## src/rtl/edisk_mapper.sv

```systemverilog
// edisk_mapper: multi-channel E-disk page mapper; EDISK_WIDE_WINDOW_EN lets cfg bit 6 widen the window to 8000-FFFF
module edisk_mapper #(
    parameter int         CHANNELS  = 4,
    parameter logic [7:0] PORT_BASE = 8'h10,
    parameter int         PAGE_W    = $clog2(4*CHANNELS+1)
) (
    input  logic              clk_sys,
    input  logic              reset_n,
    input  logic              cpu_sync,
    input  logic [7:0]        cpu_dout,
    input  logic [15:0]       addr,
    input  logic              io_wr,
    input  logic              io_rd,
    output logic              io_sel,
    output logic [7:0]        dout,
    output logic [PAGE_W-1:0] ed_page,
    output logic              ed_active
);
    localparam int IDX_W = CHANNELS > 1 ? $clog2(CHANNELS) : 1;

    logic [7:0]          cfg_q [CHANNELS];
    logic [7:0]          status_q;
    logic                io_wr_q;
    logic [PAGE_W-1:0]   page_d;
    logic [7:0]          off;
    logic [IDX_W-1:0]    idx;
    logic                mem_acc;
    logic                stack;
    logic                win_base;
    logic [CHANNELS-1:0] win;
    logic [CHANNELS-1:0] stk_hit;
    logic [CHANNELS-1:0] win_hit;
    logic                unused_bits;

    assign off         = addr[7:0] - PORT_BASE;
    assign idx         = off[IDX_W-1:0];
    assign io_sel      = off < 8'(CHANNELS);
    assign dout        = (io_sel && io_rd) ? cfg_q[idx] : 8'hFF;
    assign mem_acc     = (status_q[7] | ~status_q[1]) & ~status_q[4] & ~status_q[6];
    assign stack       = status_q[2];
    assign win_base    = addr[15] & (addr[14] ^ addr[13]);
    assign unused_bits = ^{addr[12:8], status_q[5], status_q[3], status_q[0]};

    // Per-channel window decode and hit qualification
    always_comb begin
        for (int k = 0; k < CHANNELS; k++) begin
`ifdef EDISK_WIDE_WINDOW_EN
            win[k] = addr[15] & (cfg_q[k][6] | win_base);
`else
            win[k] = win_base;
`endif
            stk_hit[k] = cfg_q[k][4] & stack & mem_acc;
            win_hit[k] = cfg_q[k][5] & win[k] & mem_acc & ~stk_hit[k];
        end
    end

    // Priority select: walking downward lets the lowest channel win, and stack hits are applied last so they override windows
    always_comb begin
        page_d = '0;
        for (int k = CHANNELS-1; k >= 0; k--)
            if (win_hit[k]) page_d = PAGE_W'(4*k + int'(cfg_q[k][1:0]) + 1);
        for (int k = CHANNELS-1; k >= 0; k--)
            if (stk_hit[k]) page_d = PAGE_W'(4*k + int'(cfg_q[k][3:2]) + 1);
    end

    // Status latch, one config write per io_wr rising edge, registered page outputs
    always_ff @(posedge clk_sys or negedge reset_n) begin
        if (!reset_n) begin
            for (int k = 0; k < CHANNELS; k++) cfg_q[k] <= '0;
            status_q  <= '0;
            io_wr_q   <= 1'b0;
            ed_page   <= '0;
            ed_active <= 1'b0;
        end else begin
            io_wr_q <= io_wr;
            if (cpu_sync) status_q <= cpu_dout;
            if (io_wr && !io_wr_q && io_sel) cfg_q[idx] <= cpu_dout;
            ed_page   <= page_d;
            ed_active <= page_d != '0;
        end
    end
endmodule

```

## config.mk

```make
export PLATFORM = sky130hd
export DESIGN_NAME = edisk_mapper
export DESIGN_NICKNAME = d
export VERILOG_FILES = /design/src/rtl/edisk_mapper.sv
export SDC_FILE = /design/constraint.sdc
export NUM_CORES = 1
export LEC_CHECK = 0
export CORE_ASPECT_RATIO = 1.5
export CORE_UTILIZATION = 50
export DETAILED_ROUTE_END_ITERATION = 16
export GPL_TIMING_DRIVEN = 0
export PLACE_DENSITY = 0.77
export SYNTH_ARGS = -nofsm -noshare
export SYNTH_HDL_FRONTEND = slang
export SYNTH_SLANG_ARGS = --single-unit
```

## constraint.sdc

```tcl
create_clock -name clk_sys -period 3.9 [get_ports clk_sys]
set_clock_uncertainty 0.2 [all_clocks]
set_input_delay 1.17 -clock clk_sys [delete_from_list [all_inputs] [get_ports clk_sys]]
set_output_delay 1.17 -clock clk_sys [all_outputs]
set_load 0.02 [all_outputs]
```

Word-level counts from Yosys, hierarchy flattened
Cells that the tools add are included.
- add/subtract/negate cells: 15
- magnitude comparators: 3
- muxes and demuxes: 15
- bitwise logic cells: 33
- reduce and logical (&&, ||, !) cells: 6
- operators by type and width (kind ; number):
    $mux W5 ; 8
    $bwmux W32 ; 1
    $mux W8 ; 4
    $and A1 B1 Y1 ; 23
    $add A4 B2 Y5 const A ; 4
    $add A5 B1 Y5 const B ; 4
    $bmux W8 S2 ; 1
    $demux W8 S2 ; 1
    $add A4 B1 Y5 const B ; 2
    $add A3 B2 Y4 const A ; 2
    $lt A8 B3 Y1 const B ; 1
    $sub A8 B5 Y8 const B ; 1
    $not A1 Y1 ; 7
    $add A2 B1 Y3 const B ; 2
    $reduce_bool A5 Y1 ; 1
    $logic_and A1 B1 Y1 ; 4
    $ge A3 B3 Y1 const B ; 1
    $lt A3 B1 Y1 const B ; 1
    $not A2 Y3 ; 1
    $logic_not A1 Y1 ; 1
    $or A1 B1 Y1 ; 1
    $xor A1 B1 Y1 ; 1
- register bits after elaboration: 47
- bits of input ports: 29

Depth between registers and ports, before layout
Gate-level depths: netlist of the first run.
- word-level depth: 16
- mapped depth: 7
- mapped depth without buffers: 7

Worst setup path before layout of the first run
Ideal clock, no wire load.
- kind: input port to output port
- start: in addr[5]
- end: out dout[0]
- data arrival time: 2.617 ns
- required time: 2.530 ns
- path slack: -0.087 ns
- cell stages on the path: 4
- buffers on the path: 0
- path through: or4b_1 > nor3_2 > nand2_1 > or2_2
- word-level cells in the longest chain between the ends: 4
- RTL lines (element ; line ; source):
    start: declaration ; 11 ; input logic [15:0] addr,
    $sub A8 B5 Y8 ; 35 ; assign off = addr[7:0] - PORT_BASE;
    $lt A8 B3 Y1 ; 37 ; assign io_sel = off < 8'(CHANNELS);
    via io_sel ; 14 ; output logic io_sel,
    $logic_and A1 B1 Y1 ; 38 ; assign dout = (io_sel && io_rd) ? cfg_q[idx] : 8'hFF;
    $mux W8 ; 38 ;
    end: declaration ; 15 ; output logic [7:0] dout,
The timed path passes the listed nets, and every way through them passes these cells.

Worst setup path after layout of the first run
- start: in addr[3]
- end: out dout[1]
- word-level cells in the longest chain between the ends: 4
- RTL lines (element ; line):
    $sub A8 B5 Y8 ; 35
    $lt A8 B3 Y1 ; 37
    $logic_and A1 B1 Y1 ; 38
    $mux W8 ; 38
No other way between the ends.

==> results of run 1 <==
[per-stage QoR]
stage,setup TNS (ns),power (mW)
after floorplan,0,0.5520
after global placement,-7.858,0.6101
after global routing,-0.1003,1.021
after detailed placement,-7.888,0.6146
after CTS,-0.2491,0.9916
final,0,0.9818
[metal layers]
metal	GRT usage, %	vias up	wire [um]	part of all wire [%]
met5	0	-	0	0
met4	10.99	0	155	2.7
met3	3.184	16	153	2.6
met2	40.56	46	3158	54
met1	30.57	995	2331	40
li1	-	919	-	-
[where the power goes]
group          internal, mW  switching [mW]
Sequential            0.472          0.0121
Combinational        0.0629          0.0608
Clock                 0.210           0.164
[Yosys cell counts (all sizes together) (2+ instances only)]
cell,n
dfrtp,44
mux2,38
nand2,13
a21oi,12
nor2,11
clkbuf,8
ha,8
mux4,8
or2,8
inv,7
nand2b,6
nor3,6
o21ai,6
nand3,5
nor2b,3
nor3b,3
a2111oi,2
a21boi,2
a21o,2
a31o,2
buf,2
nand4,2
nor4,2
o221ai,2
[final timing paths]
path,cells past startpoint,to,slack (ns),from
min,1,cfg_q[23],0.31,cfg_q[23]
max in group asynchronous,2,cfg_q[23],2.52,reset_n
min in group asynchronous,1,ed_page[2],0.52,reset_n
min reg2reg,1,cfg_q[23],0.31,cfg_q[23]
max,6,dout[1],0.04,addr[3]
max reg2reg,7,ed_active,1.59,cfg_q[12]
[cell type report]
cell class | instances | area (sq um) | area share, %
plain buffers | 10 | 52.55 | 1.639
well taps | 66 | 82.58 | 2.575
flip-flops and latches | 44 | 1101 | 34.33
multi-input cells | 160 | 1410 | 43.97
clock buffers | 6 | 82.58 | 2.575
inverters | 7 | 26.28 | 0.8194
repair buffers | 42 | 412.9 | 12.88
clock inverters | 2 | 38.79 | 1.210
[cell families after synthesis]
kind of cell / Yosys count
mux: 46
buf+inv: 17
fa+ha+maj: 8
xor+xnor: 1
flops: 44
simple gates: 65
compound gates: 40
[what timing repair did]
item,in CTS,in global routing
hold buffers,0,0
setup buffers,3,0
pin swaps,11,2
setup endpoints to repair,9,9
resized for setup,80,1
hold endpoints to repair,0,0
[flip-flops by register name (all words and copies together), names as in the netlist]
| name | flops |
|---|---|
| ed_active | 1 |
| cfg_q | 32 |
| io_wr_q | 1 |
| ed_page | 5 |
| status_q | 5 |
[worst max-delay path: stages]
cell                      delay (ns)
sky130_fd_sc_hd__buf_6          0.09
sky130_fd_sc_hd__or4b_4         0.53
sky130_fd_sc_hd__nor3_4         0.18
sky130_fd_sc_hd__nand2_4        0.13
sky130_fd_sc_hd__or2_4          0.25
sky130_fd_sc_hd__buf_6          0.13
==> results by stage, run 1 <==
Synthesis:
- Summing the sequential cell areas from Yosys gives 43.37% of the chip area.
- For this run, the leading register cell type out of synthesis is sky130_fd_sc_hd__dfrtp_1.
- Of the total synthesized cell area, the portion taken by AND, OR, NAND and NOR gates is 14.83%.
- The dominant combinational cell family by area after synthesis is multiplexers.
- The fraction of synthesis flops using an asynchronous set or reset pin is 100.0%.
- After synthesis, the largest area contributor takes up 43.37% of total cell area.
- In the post-synthesis netlist, the biggest area contributors are sky130_fd_sc_hd__dfrtp_1, sky130_fd_sc_hd__mux2_2, sky130_fd_sc_hd__mux4_2, sky130_fd_sc_hd__ha_1, sky130_fd_sc_hd__a21oi_1.
- The number of flops mapped to enable cells by yosys is 0.
- The synthesized netlist devotes 10.99% of its cell area to compound gates.
- Counting distinct cell types in the post-synthesis netlist gives 48.
- The combined area of all synthesized cells is 2539 sq um.
- Of the total synthesized cell area, the portion taken by full adders, half adders and majority gates is 3.943%.
- The post-synthesis xor/xnor area fraction is 0.3450%.
- The post-synth net total is 258.
- The number of instances in the synthesized netlist is 221.
- The average cell area after synthesis is 11.49 sq um.
- The synthesized design contains 44 register bits.
- Yosys printed 0 warnings.
- The leading area contributor after synthesis is sky130_fd_sc_hd__dfrtp_1.
- The multiplexer fraction of the synthesized cell area is 23.95%.

Detailed routing:
- The first detailed-routing pass ran for 4 iterations.
- For this block, the routed nets add up to 5799 um of wire.
- The detail-routed via count per cell is 5.864.
- Summing over every cut layer, the via total after detailed routing is 1976.
- After detailed routing, the number of remaining DRC violations is 0.
- After detailed routing, the average wire length per cell comes to 17.21 um.
- For this block, the initial DRC count from the detailed router was 78.
- The detail route stage leaves a number of antenna-violating nets equal to 0.

Finish:
- After the last flow step, the layout net total stands at 307.
- Once layout is done, the placed cells without fillers occupy 3207 sq um.
- The library cell used most frequently in the layout, excluding fill and tap cells, is sky130_fd_sc_hd__dfrtp_1.
- After filler insertion, the fill cell instance count of the layout stands at 380.
- The count of inserted antenna diode cells is 0.
- The proportion of layout cells with a drive suffix above 1 is 34.69%.
- The final core utilization is 66.14%.
- The number of cells in the finished layout apart from fillers is 337.
- Relative to the synthesized area, the layout overhead comes to 26.32%.
- In the layout the commonest cells are sky130_fd_sc_hd__dfrtp_1, sky130_fd_sc_hd__mux2_2, sky130_fd_sc_hd__clkdlybuf4s50_1.

Timing:
- The post-layout worst setup margin is 0.03560 ns.
- In the finished design, the share of the clock period the worst path needs comes to 99.09%.
- The tightest hold path in the finished design has a slack of 0.3124 ns.
- The number of pins with negative max-slew slack in the final report is 0.
- The number of setup violations in the final report is 0.
- At the pin with the least slew margin, the transition time is 0.5207 ns.
- The count of final hold-check violations is 0.
- Static timing analysis puts the maximum clock frequency at 0.2588 GHz.
- The minimum period implied by the final worst setup slack is 3.864 ns.
- Headroom to the max-slew limit came out at 64.39%.
- Setup repair after global routing could not meet its margin everywhere.

Floorplan:
- The floorplan die area is 5372 sq um.
- Measured along the x axis, the die boundary spans 60.18 um.
- The count of boundary I/O pins is 44.
- In this run the vertical extent of the chip is 89.27 um.
- The starting density of the core is 52.36%.
- The core footprint is 4848 sq um.
- The number of standard-cell rows in the floorplan is 31.

Clocking:
- The H-tree level count is 2.
- The number of buffers created by CTS is 5.
- TritonCTS built the clock tree.
- After clock tree synthesis, the clock-pin slew on the worst setup and hold paths is 0.08 ns.
- Clock latency on the worst-skew pair, taken at its later pin, is 0.30 ns.
- The clock root buffer master is sky130_fd_sc_hd__clkbuf_8.
- Counting every sink on the clock net gives 44.
- The clock passes through at most 2 buffers.

Place:
- The routability congestion estimate is 0.8867.
- The count of buffers added on input and output ports is 38.
- The worst-case setup slack after placement is -0.9599 ns.
- The estimated wirelength of the detail-placed design is 4357 um.
- Once placement completed, the tool counted placed cells totaling 326.
- The placement-stage cell area is 3025 sq um.

Global routing:
- The maximum number of pins on one net before global-route repair is 36.
- The overall routing resource usage is 24.18%.
- The number of antenna violations at the first check in global routing is 0.
- The global route total overflow is 0.
- The first global-routing pass estimated 9487 um of wire.
- The via count of the first global-routing pass is 1984.

Min path:
- In this run the worst hold path is classified as reg -> reg.

Setup path:
- The critical path endpoint category is a primary output.
- The critical path data required time is 2.53 ns.
- The highest net fanout along the worst path is 8.
- The critical path launch point type is an input pin.
- At the worst endpoint, the arrival time is 2.49 ns.
- The worst setup path is of the in -> out kind.

Run:
- The total of max-cap violations is 0.

Power:
- Across the VDD grid, the largest voltage drop is 0.0002505 V.
- The leakage power summed over all cells is 1.440 nW.
- Power spread over the standard cell area amounts to 306.2 nW/um^2.

Status:
- The run finished with clean final reports.
Note: power is estimated with default switching activity, not from simulation.
==> run 2, diff against run 1 <==
- ABC_AREA: unset -> 0
==> results of run 2 <==
No change in the layout: final DEF, timing and power equal those of run 1.
==> variant: new RTL, flow settings as in run 2 <==
Add a define of `EDISK_WIDE_WINDOW_EN`.
--- a/src/rtl/edisk_mapper.sv
+++ b/src/rtl/edisk_mapper.sv
@@ -1,2 +1,4 @@
 // edisk_mapper: multi-channel E-disk page mapper; EDISK_WIDE_WINDOW_EN lets cfg bit 6 widen the window to 8000-FFFF
+`define EDISK_WIDE_WINDOW_EN
+
 module edisk_mapper #(
Formal check against the unedited RTL: not equivalent (Yosys sat finds a counterexample within 4 cycles, from zero or initial values and one cycle with reset_n low).
==> variant against run 2 <==
Total power fell by 7.8%; synthesized cell count fell by 7.2%; synthesized area is 3.0% lower; design area fell by 3.0%; count of clock-buffer cells in the layout increased by 2; sequential cell count unchanged; setup slack lost 0.017 ns; routed wire length down 2.5%; critical endpoint is now dout[6].
==> variant: results (changes against run 2) <==
status=finished clean; largest net degree at the start of global routing=28 (-22%); antenna cells=0 (unchanged); routed wl met2=2980 um (-5.6%); Reg clk slew, reported paths=0.07 ns; FF+latch count, synth=44 (unchanged); largest cells by area after synthesis=dfrtp_1 (45%), mux2_2 (16%), mux4_2 (7.3%); GPL Wtd Cong=0.912 (+2.8%); post-CTS sizing=85 (+6.3%); vias per inst=5.83 (-0.50%); Syn Nets=242 (-6.2%); Slew headroom=57.5% (-6.9 points); post-DP HPWL=4040 um (-7.2%); Total GRT Usage=24.3% (+0.12 points); Root Buffer=clkbuf_8; post-DR wirelength/cell=17.7 um (+2.7%); Pins Over Slew Limit=0 (unchanged); Synth top cells by count=dfrtp_1 (44), mux2_2 (34), nand2_1 (13); met3 usage in global routing=3.55% (+0.36 points); peak supply drop=245 uV (-2.3%); HP Class=flop to flop; met2 global-route usage=41.8% (+1.2 points); sequential element share of the synthesized area=44.7% (+1.3 points); nets=292 (-4.9%); First DRT Iteration DRCs=59 (-24%); M1 WL=2350 um (+0.64%); layout cells sized above 1=34.4% (-0.31 points); unique cell type count in the Yosys netlist=47 (-2.1%); Top Registers=cfg_q x32, ed_page x5, status_q x5; Leak=1.43 nW (-0.96%); post-CTS setup repair buffer count=3 (unchanged); htree depth=2 (unchanged); Place WS=-0.981 ns (-0.0207 ns); FF-to-FF path depth=7 (unchanged); maximum clock insertion buffer count=2 (unchanged); first-pass GRT wire length=9040 um (-4.7%); Worst Path Max Fanout=8 (unchanged); Hold Buf Count CTS=0 (unchanged); Port-buffer cells=38 (unchanged); Top Layer Used=met4; met1 Resource Use GR=29.9% (-0.64 points); vias in the first global route=1,828 (-7.9%); met3 WL=165 um (+7.8%); Fillers=379 (-0.26%)
[variant: cell types whose count changed after synthesis, moves of 4 or more]
| cell | delta |
|---|---|
| clkbuf_1 | -6 |
| nor3_1 | -5 |
| o211ai_1 | +5 |
| a21oi_1 | -4 |
| mux2_2 | -4 |
| nand2b_1 | -4 |
[variant: path summary, 6_finish.rpt]
path	slack (ns)	from	to
max in group asynchronous	2.40	reset_n	cfg_q[16]
max	0.02	addr[6]	dout[6]
min	0.30	cfg_q[23]	cfg_q[23]
min in group asynchronous	0.60	reset_n	cfg_q[3]
max reg2reg	1.36	cfg_q[4]	ed_active
min reg2reg	0.30	cfg_q[23]	cfg_q[23]
[variant: stage by stage]
stage / cells / instance area (sq um) / total power [mW]
floorplan: 205 / 2470 / 0.554
global placement: 307 / 2930 / 0.613
detailed placement: 308 / 2950 / 0.618
CTS: 320 / 3110 / 0.909
global route: 320 / 3110 / 0.939
finish: 320 / 3110 / 0.905
[variant: final cells by class]
| type | instances | area share [%] |
|---|---|---|
| multi-input combinational | 144 | 42.8 |
| sequential | 44 | 35.4 |
| timing repair buffer | 43 | 13.6 |
| clock buffer | 8 | 2.90 |
| tap | 64 | 2.57 |
| buffer | 7 | 1.57 |
| inverter | 10 | 1.21 |
[variant: cell families after synthesis]
| kind of cell | synth area share [%] |
|---|---|
| simple gates | 12.4 |
| compound gates | 12.8 |
| flops | 44.7 |
| mux | 22.9 |
| buf+inv | 2.79 |
| fa+ha+maj | 4.07 |
| xor+xnor | 0.356 |
[variant: where the power goes]
part / internal [mW] / leakage, nW / total [mW] / switching, mW
registers: 0.473 / 0.588 / 0.486 / 0.0127
logic: 0.0643 / 0.793 / 0.127 / 0.0622
clock network: 0.144 / 0.0455 / 0.293 / 0.148
